File: config.mk
export PLATFORM = sky130hd
export DESIGN_NAME = ex_alu_stage
export DESIGN_NICKNAME = d
export VERILOG_FILES = /design/src/rtl/mips_alu_pkg.sv /design/src/rtl/alu_core.sv /design/src/rtl/ex_alu_stage.sv
export SDC_FILE = /design/constraint.sdc
export NUM_CORES = 1
export LEC_CHECK = 0
export ABC_AREA = 1
export BUFFER_PORTS_ARGS = -buffer_cell sky130_fd_sc_hd__buf_4
export CORE_MARGIN = 2
export CORE_UTILIZATION = 45
export DETAILED_ROUTE_END_ITERATION = 6
export GPL_TIMING_DRIVEN = 0
export PLACE_DENSITY = 0.65
export SETUP_SLACK_MARGIN = 0.2
export SLEW_MARGIN = 5
export SYNTH_ARGS = -nofsm -noshare
export SYNTH_HDL_FRONTEND = slang
export SYNTH_SLANG_ARGS = --single-unit
File: constraint.sdc
create_clock -name clk -period 1.8 [get_ports clk]
set_input_delay 0.36 -clock clk [delete_from_list [all_inputs] [get_ports clk]]
set_output_delay 0.36 -clock clk [all_outputs]
set_load 0.02 [all_outputs]
File: src/rtl/mips_alu_pkg.sv
// Shared definitions for the MIPS execute-stage ALU.
// Holds the 4-bit ALU operation codes that the ALU-control decoder emits and
// this stage consumes, plus the default datapath and register-index widths.
package mips_alu_pkg;

    // Default widths for the EX stage.
    localparam int unsigned DATA_W_DEF = 32;
    localparam int unsigned REG_W_DEF  = 5;

    // ALU operation codes. The decoder uses these same constants.
    localparam logic [3:0] ALU_AND = 4'd0;
    localparam logic [3:0] ALU_OR  = 4'd1;
    localparam logic [3:0] ALU_ADD = 4'd2;
    localparam logic [3:0] ALU_SUB = 4'd6;
    localparam logic [3:0] ALU_SLT = 4'd7;
    localparam logic [3:0] ALU_NOR = 4'd12;
    localparam logic [3:0] ALU_SLL = 4'd13;
    localparam logic [3:0] ALU_SRL = 4'd14;
    localparam logic [3:0] ALU_ILL = 4'd15;

endpackage

File: src/rtl/alu_core.sv
// Purely combinational MIPS ALU.
// Ports:
//   alu_control  - 4-bit operation code (see mips_alu_pkg)
//   unsigned_num - 1: no overflow on add/sub, unsigned compare on slt
//   src_a/src_b  - operands; shifts act on src_b
//   shamt        - shift amount for sll/srl
//   result       - ALU result (0 for illegal codes)
//   zero         - result == 0
//   ovf          - signed overflow on add/sub (only when unsigned_num = 0)
//   illegal      - alu_control is not a defined operation
module alu_core
    import mips_alu_pkg::*;
#(
    parameter int unsigned DATA_W = DATA_W_DEF
) (
    input  logic [3:0]        alu_control,
    input  logic              unsigned_num,
    input  logic [DATA_W-1:0] src_a,
    input  logic [DATA_W-1:0] src_b,
    input  logic [4:0]        shamt,
    output logic [DATA_W-1:0] result,
    output logic              zero,
    output logic              ovf,
    output logic              illegal
);

    logic [DATA_W-1:0] sum;
    logic [DATA_W-1:0] diff;
    logic              a_msb;
    logic              b_msb;
    logic              lt;

    assign sum   = src_a + src_b;
    assign diff  = src_a - src_b;
    assign a_msb = src_a[DATA_W-1];
    assign b_msb = src_b[DATA_W-1];
    assign lt    = unsigned_num ? (src_a < src_b) : ($signed(src_a) < $signed(src_b));

    always_comb begin
        result  = '0;
        ovf     = 1'b0;
        illegal = 1'b0;
        case (alu_control)
            ALU_AND: result = src_a & src_b;
            ALU_OR:  result = src_a | src_b;
            ALU_NOR: result = ~(src_a | src_b);
            ALU_ADD: begin
                result = sum;
                // Same-sign operands producing a different-sign sum.
                ovf    = !unsigned_num && (a_msb == b_msb) && (sum[DATA_W-1] != a_msb);
            end
            ALU_SUB: begin
                result = diff;
                // Opposite-sign operands where the difference flips away from src_a.
                ovf    = !unsigned_num && (a_msb != b_msb) && (diff[DATA_W-1] != a_msb);
            end
            ALU_SLT: result = {{(DATA_W-1){1'b0}}, lt};
            ALU_SLL: result = src_b << shamt;
            ALU_SRL: result = src_b >> shamt;
            ALU_ILL: illegal = 1'b1;
            default: illegal = 1'b1;
        endcase
    end

    assign zero = (result == '0);

endmodule

File: src/rtl/ex_alu_stage.sv
// MIPS execute stage: ALU plus EX/MEM pipeline register behind valid/ready.
// Ports:
//   clk, rst            - clock and asynchronous active-high reset
//   in_valid/in_ready   - upstream handshake; in_ready = !out_valid || out_ready
//   alu_control         - operation code from the ALU-control decoder
//   unsigned_num        - suppresses overflow, selects unsigned slt
//   src_a, src_b, shamt - operands and shift amount
//   dst_reg, wr_en      - write-back destination and enable
//   flush               - kills the held and the same-cycle incoming instruction
//   out_valid/out_ready - downstream handshake
//   out_result, out_zero, out_dst_reg, out_wr_en, out_ovf, out_illegal
//                       - registered EX/MEM fields; out_wr_en masked on exceptions
module ex_alu_stage
    import mips_alu_pkg::*;
#(
    parameter int unsigned DATA_W = DATA_W_DEF,
    parameter int unsigned REG_W  = REG_W_DEF
) (
    input  logic              clk,
    input  logic              rst,
    input  logic              in_valid,
    output logic              in_ready,
    input  logic [3:0]        alu_control,
    input  logic              unsigned_num,
    input  logic [DATA_W-1:0] src_a,
    input  logic [DATA_W-1:0] src_b,
    input  logic [4:0]        shamt,
    input  logic [REG_W-1:0]  dst_reg,
    input  logic              wr_en,
    input  logic              flush,
    output logic              out_valid,
    input  logic              out_ready,
    output logic [DATA_W-1:0] out_result,
    output logic              out_zero,
    output logic [REG_W-1:0]  out_dst_reg,
    output logic              out_wr_en,
    output logic              out_ovf,
    output logic              out_illegal
);

    logic [DATA_W-1:0] alu_result;
    logic              alu_zero;
    logic              alu_ovf;
    logic              alu_illegal;
    logic              accept;

    logic              valid_q;
    logic [DATA_W-1:0] result_q;
    logic              zero_q;
    logic [REG_W-1:0]  dst_q;
    logic              wr_en_q;
    logic              ovf_q;
    logic              illegal_q;

    alu_core #(
        .DATA_W (DATA_W)
    ) u_alu_core (
        .alu_control  (alu_control),
        .unsigned_num (unsigned_num),
        .src_a        (src_a),
        .src_b        (src_b),
        .shamt        (shamt),
        .result       (alu_result),
        .zero         (alu_zero),
        .ovf          (alu_ovf),
        .illegal      (alu_illegal)
    );

    // Combinational from out_ready so a streaming pipe never bubbles.
    assign in_ready = !valid_q || out_ready;
    assign accept   = in_valid && in_ready;

    always_ff @(posedge clk or posedge rst) begin
        if (rst) begin
            valid_q   <= 1'b0;
            result_q  <= '0;
            zero_q    <= 1'b1;
            dst_q     <= '0;
            wr_en_q   <= 1'b0;
            ovf_q     <= 1'b0;
            illegal_q <= 1'b0;
        end else if (flush) begin
            // Drops both the held entry and any same-cycle input.
            valid_q   <= 1'b0;
            wr_en_q   <= 1'b0;
            ovf_q     <= 1'b0;
            illegal_q <= 1'b0;
        end else if (accept) begin
            valid_q   <= 1'b1;
            result_q  <= alu_result;
            zero_q    <= alu_zero;
            dst_q     <= dst_reg;
            wr_en_q   <= wr_en && !alu_ovf && !alu_illegal;
            ovf_q     <= alu_ovf;
            illegal_q <= alu_illegal;
        end else if (out_ready) begin
            // Drain: only the valid bit changes, data fields keep their values.
            valid_q   <= 1'b0;
        end
    end

    assign out_valid   = valid_q;
    assign out_result  = result_q;
    assign out_zero    = zero_q;
    assign out_dst_reg = dst_q;
    assign out_wr_en   = wr_en_q;
    assign out_ovf     = ovf_q;
    assign out_illegal = illegal_q;

endmodule
==> Yosys cells after proc, flatten, opt, wreduce, memory -nomap -nowiden <==
Index checks and enable logic that the tools add are counted.
{ "op_classes": {"add_sub_neg": 2, "order_cmp": 2, "n_eq_ne": 11, "shifts": 2, "mux": 13, "n_bitwise": 4, "reduce_logical": 17} }
{ "ops": {"columns": ["cell", "n"], "rows": [
  ["one-hot mux 32 bit (8 select lines)", 1],
  ["less-than comparator 32 bit", 2],
  ["adder 32 bit", 1],
  ["bitwise AND 32 bit", 1],
  ["zero test 32 bit", 1],
  ["NOT 32 bit", 1],
  ["OR 32 bit", 1],
  ["left shift 32 x 5 -> 32 bit", 1],
  [">> shifter 32 x 5 -> 32 bit", 1],
  ["subtractor 32 bit", 1],
  ["equality test 4 bit (second input constant)", 3],
  ["2-to-1 mux 1 bit", 11],
  ["equality test 4 x 3 -> 1 bit (second input constant)", 2],
  ["OR reduction 8 bit", 1],
  ["logical AND 1 bit", 7],
  ["equality test 4 x 1 -> 1 bit (second input constant)", 1],
  ["equality test 4 x 2 -> 1 bit (second input constant)", 1],
  ["zero test 4 bit", 1],
  ["zero test 1 bit", 3],
  ["!= test 1 bit", 3],
  ["nonzero test 3 bit", 1],
  ["one-hot mux 1 bit (2 select lines)", 1],
  ["AND reduction 2 bit", 1],
  ["nonzero test 2 bit", 1],
  ["3 further kinds", 3]
]} }
{ "totals": {"reg_bits": 42, "in_bits": 85, "wordCells": 58} }

==> Longest topological paths before layout <==
{ "logic_depth": {"depth_word": 9, "mapped_depth": 22, "depth_no_buf": 21} }

==> By module <==
Synthesis repeated with hierarchy kept, for this count alone.
{ "hier_totals": {"cells_unflattened": 2307, "hier_area_um2": 12040.3} }
{ "modules_own_cells": {"columns": ["mod", "n_inst", "cells_each", "area_each_um2", "seq_area_each_um2"], "rows": [
  ["alu_core", 1, 2113, 10263.6, 0.0],
  ["ex_alu_stage", 1, 194, 1776.7, 1052.3]
]} }

==> Worst setup path after synthesis <==
OpenSTA, ideal clock, no wires.
{ "synth_timing": {"path_type": "input-to-reg", "startpoint": "in src_a[0]", "endpoint": "reg zero_q, in the netlist out_zero", "setup_time_ps": 61, "t_arrival_ps": 2138, "required_time_ps": 1739, "path_slack_ps": -399, "stages": 20, "n_path_buf": 0, "path_cell_list": "ha_1 inv_1 fa_1 inv_1 nand2_1 nand2_1 nand3_1 nand2_1 nand2_1 nand2_1 nand2_1 nand3_1 nand2_1 nor2_1 nand2_1 nor2_1 nand2_1 nor2_1 nand3_1 nand2_1"} }
{ "synth_via": {"elab_chain_len": 4, "word_cells_on_any_way": 10} }
{ "synth_rtl": {"columns": ["item", "line", "source"], "rows": [
  ["start, declared", "ex_alu_stage.sv:25", "input logic [DATA_W-1:0] src_a,"],
  ["less-than comparator 32 bit / OR 32 bit (equally long branches)", "alu_core.sv:37, alu_core.sv:45, alu_core.sv:46", null],
  ["2-to-1 mux 1 bit / NOT 32 bit (equally long branches)", "alu_core.sv:37, alu_core.sv:46", null],
  ["one-hot mux 32 bit (8 select lines) (*)", "alu_core.sv:43", "case (alu_control)"],
  ["zero test 32 bit (*)", "alu_core.sv:65", "assign zero = (result == '0);"],
  ["end signal, assigned", "ex_alu_stage.sv:91", "zero_q <= alu_zero;"],
  ["end, declared", "ex_alu_stage.sv:49", "logic zero_q;"]
]} }
Every way passes the cells marked *; elsewhere a longest branch is shown, timed or not.
A chain may end at the register's enable or synchronous reset.

==> Final worst setup path <==
{ "layout_timing": {"startpoint": "in src_b[3]", "endpoint": "reg zero_q, in the netlist out_zero"} }
{ "layout_via": {"elab_chain_len": 4, "word_cells_on_any_way": 12} }
{ "layout_rtl": {"columns": ["item", "line", "source"], "rows": [
  ["start, declared", "ex_alu_stage.sv:26", "input logic [DATA_W-1:0] src_b,"],
  ["less-than comparator 32 bit / OR 32 bit (equally long branches)", "alu_core.sv:37, alu_core.sv:45, alu_core.sv:46", null],
  ["2-to-1 mux 1 bit / NOT 32 bit (equally long branches)", "alu_core.sv:37, alu_core.sv:46", null],
  ["one-hot mux 32 bit (8 select lines) (*)", "alu_core.sv:43", null],
  ["zero test 32 bit (*)", "alu_core.sv:65", null]
]} }
Marked as above.

==> results by group <==
Power and ir drop
  – Combinational share of power: 73.6%
  – Power, Total: 0.00842 W
  – Seq pwr share: 13.9%
  – NetSw: 0.00443 W
  – Clock power frac: 12.5%
  – Pleak: 9.23 nW
  – PwrDens: 473 nW/um^2
  – Switching share of total power: 52.7%
  – Worst vdd ir: 0.000816 V
  – Int Power: 0.00399 W

Worst setup path
  – Worst EP arrival: 3.36 ns
  – Reg-to-Reg Start: out_valid
  – Largest stage delay on the critical path: 0.37 ns
  – Sequence of cells on the critical path: buf_12 -> inv_8 -> ha_1 -> inv_1 -> nand2_1 -> nand4_1 -> nand2_2 -> nand2_1 -> nand3_2 -> nand4_1 -> nor2_4 -> nand3_2 -> nor2_2 -> nand2_1 -> nor2_1 -> nand3_1 -> nand2_1
  – Most common cell on crit path: nand2_1
  – CP Launch Type: primary input
  – FF-to-FF setup slack: -0.51 ns
  – Worst Setup End Kind: flip-flop
  – CP required: 2.02 ns
  – Crit Path Max Fanout: 4
  – CP Buf/Inv Count: 3
  – Crit-path slowest cell: ha_1
  – Worst Path Class, Setup: in -> reg
  – Top delay family on crit path: simple AND/OR/NAND/NOR gates
  – Reg-to-reg endpoint: out_zero
  – Cells on worst reg2reg path: 13

Detailed routing
  – First-pass detailed-route iteration total: 7
  – DRT Wirelength: 75400 um
  – Via count: 18300
  – Post-detailed-route count of antenna-violating nets: 0
  – First-iteration detailed-routing DRC count: 3060
  – DRC: 34
  – Via-to-Cell Ratio: 6.46
  – Drt wl/cell: 26.7 um

Die
  – Top-Level Pins: 128
  – Rows: 59
  – Core area: 26000 sq um
  – Die height: 167 um
  – Die ar.: 27700 sq um
  – Die width: 167 um
  – Initial Utilization: 45.8%

GRT
  – Largest net degree at the start of global routing: 43
  – Vias in the first global route: 15700
  – Global route overflow: 0
  – Antenna violations before repair: 1
  – GRT Total Usage: 45.0%
  – First-pass GRT wire length: 95500 um

Clock network
  – Clock Tree Buf Depth: 2
  – # hold bufs at CTS: 0
  – TritonCTS clock tree: built
  – Clock transition at the registers of the reported paths: 0.07 ns
  – Clk root buf: clkbuf_16
  – H-tree depth: 2
  – CTS sink cnt: 42
  – Number of CTS-inserted buffers: 5
  – Clock Latency Late Sink: 0.29 ns

STA
  – Total Negative Setup Slacks: -20.13 ns
  – Fmax: 0.319 GHz
  – Fin crit share: 174%
  – Clk_skew: 0.00695 ns
  – Final setup fails: 34
  – Final Slew Violations: 0
  – Final hold violations: 0
  – Worst Max-Slew Pin Slew: 1.17 ns
  – Max transition margin: 21.3%
  – RSZ-0062 raised after global routing: true
  – Final min period: 3.14 ns
  – Worst setup slack after layout: -1.34 ns

Final layout
  – Fin util: 68.6%
  – Non-Filler Instances: 2824
  – Diode count: 0
  – Proportion of layout cells with a drive suffix above 1: 38.7%
  – Max reg flops: 32
  – Filler cells: 2070
  – Synth-to-layout area growth: 49.8%
  – Fin nets: 2673

Logic synthesis
  – Unique cell type count in the Yosys netlist: 49
  – Post-Synthesis Cells: 2239
  – Mapped Area: 11900 sq um
  – Syn_area_per_cell: 5.31 sq um
  – FF+latch count, synth: 42
  – Synthesized Nets: 2424
  – Seq/Total Area, Yosys: 8.85%
  – Synth warn: 0

Min path
  – Hold Path End: out_valid
  – Hold depth: 2
  – Worst hold path type: in -> reg
  – Hold_sp: flush

Placed design
  – Place WS: -1.30 ns
  – DP Cell Count: 2699
  – Port bufs: 125
  – Dpl hpwl: 51900 um
  – Placer Congestion: 1.08

Status
  – Failing checks: DRC, setup timing
  – Status: finished, violations left

Job
  – Max Cap Viol: 0
## metrics by stage
step	hold WS, ns	instance area [sq um]
2_1_floorplan	0.423	12700
3_3_place_gp	0.458	14000
3_5_place_dp	0.459	14000
4_1_cts	0.242	16100
5_1_grt	0.238	17800
6_report	0.239	17800
## cell usage in the layout (no fill, tap or decap), types with 8 or more instances in the layout
cell and instances:
o21ai_1 25, nand3_2 89, o21ai_2 13, ha_4 28
buf_6 75, nor2_2 30, a21oi_1 32, inv_1 220
buf_12 29, nand3_1 407, o22ai_1 10, buf_8 19
ha_1 69, nor2_1 114, nand3_4 23, dfrtp_1 41
nor3_2 8, nand2_1 503, buf_4 172, inv_4 14
o21ai_0 30, nand2_2 132, a21oi_4 9, a21oi_2 21
inv_2 87, nand2_4 71, nor2_4 56, nand4_1 33
buf_2 27
## cell usage after synthesis, drive strengths merged
| cell type | n | area [sq um] |
|---|---|---|
| o21bai | 6 | 45.0 |
| clkinv | 1 | 3.75 |
| nand3b | 3 | 22.5 |
| ha | 98 | 1230 |
| a21oi | 62 | 314 |
| o21a | 2 | 15.0 |
| nand4 | 33 | 206 |
| a211oi | 1 | 7.51 |
| nand2 | 712 | 2870 |
| o22ai | 10 | 62.6 |
| clkbuf | 13 | 48.8 |
| o21ai | 70 | 354 |
| nor4 | 2 | 12.5 |
| a22o | 1 | 8.76 |
| or2 | 7 | 46.3 |
| nand3 | 519 | 2710 |
| dfstp | 1 | 26.3 |
| and2 | 3 | 18.8 |
| xor2 | 1 | 8.76 |
| a22oi | 3 | 22.5 |
| a31oi | 4 | 25.0 |
| o221a | 1 | 11.3 |
| dfrtp | 41 | 1030 |
| buf | 85 | 542 |
| nor3 | 18 | 90.1 |
| and3 | 2 | 12.5 |
| nor2 | 200 | 806 |
| o211ai | 4 | 45.1 |
| inv | 333 | 1250 |
| fa | 2 | 40.0 |
| a221oi | 1 | 8.76 |
## final cells by class
class / count / area, sq um / area share [%]
Multi-Input combinational cell: 1765 / 11500 / 64.8
Timing Repair Buffer: 242 / 2350 / 13.2
Inverter: 334 / 1380 / 7.74
Sequential cell: 42 / 1050 / 5.91
Buffer: 98 / 903 / 5.07
Tap cell: 335 / 419 / 2.35
Clock buffer: 5 / 125 / 0.702
Clock inverter: 3 / 43.8 / 0.246
## worst max-delay path by stage
stage,from,end,slack [ns],cells past startpoint
2_1_floorplan,src_a[0],out_zero,-0.26,20
3_3_place_gp,src_b[8],out_zero,-1.28,20
3_5_place_dp,src_b[8],out_zero,-1.30,20
4_1_cts,src_a[0],out_zero,-0.50,19
5_1_grt,src_b[6],out_zero,-1.32,20
6_report,src_b[3],out_zero,-1.34,17
## cell families after synthesis
group / Yosys count / share of synthesized area (%)
flip-flops: 42 / 8.85
AND/OR/NAND/NOR: 1499 / 57.2
buffers and inverters: 432 / 15.5
adder cells (fa/ha/maj): 100 / 10.6
XOR/XNOR: 1 / 0.0737
AO/OA/AOI/OAI: 165 / 7.73
## worst register-to-register path, delay by kind of cell, from the launching register on
kind / cells / cell delay [ns]
AND/OR/NAND/NOR: 13 / 1.85
flip-flops: 1 / 0.37
## power by group through the flow
stage          clock network [W]  registers (W)  logic (W)
2_1_floorplan                  0        0.00132    0.00258
3_3_place_gp                   0        0.00117    0.00420
3_5_place_dp                   0        0.00117    0.00425
4_1_cts                  0.00104        0.00116    0.00495
5_1_grt                  0.00108        0.00118    0.00639
6_report                 0.00105        0.00117    0.00620
## metal layers
metal  up-vias  track usage, %  wire length [um]
li1       7710               -                 -
met2      1749            67.6             29800
met1      8228            59.8             26700
met5         -               0                68
met3       563            11.2             11800
met4         4            22.8              7100
## repair_timing
action / CTS / global route
setup endpoints to repair: 40 / 41
pin swaps: 110 / 139
hold endpoints to repair: 0 / 0
buffers inserted: 58 / 57
cloned: 2 / 0
resized for setup: 403 / 338
No activity file was read; power rests on OpenSTA's default activity.
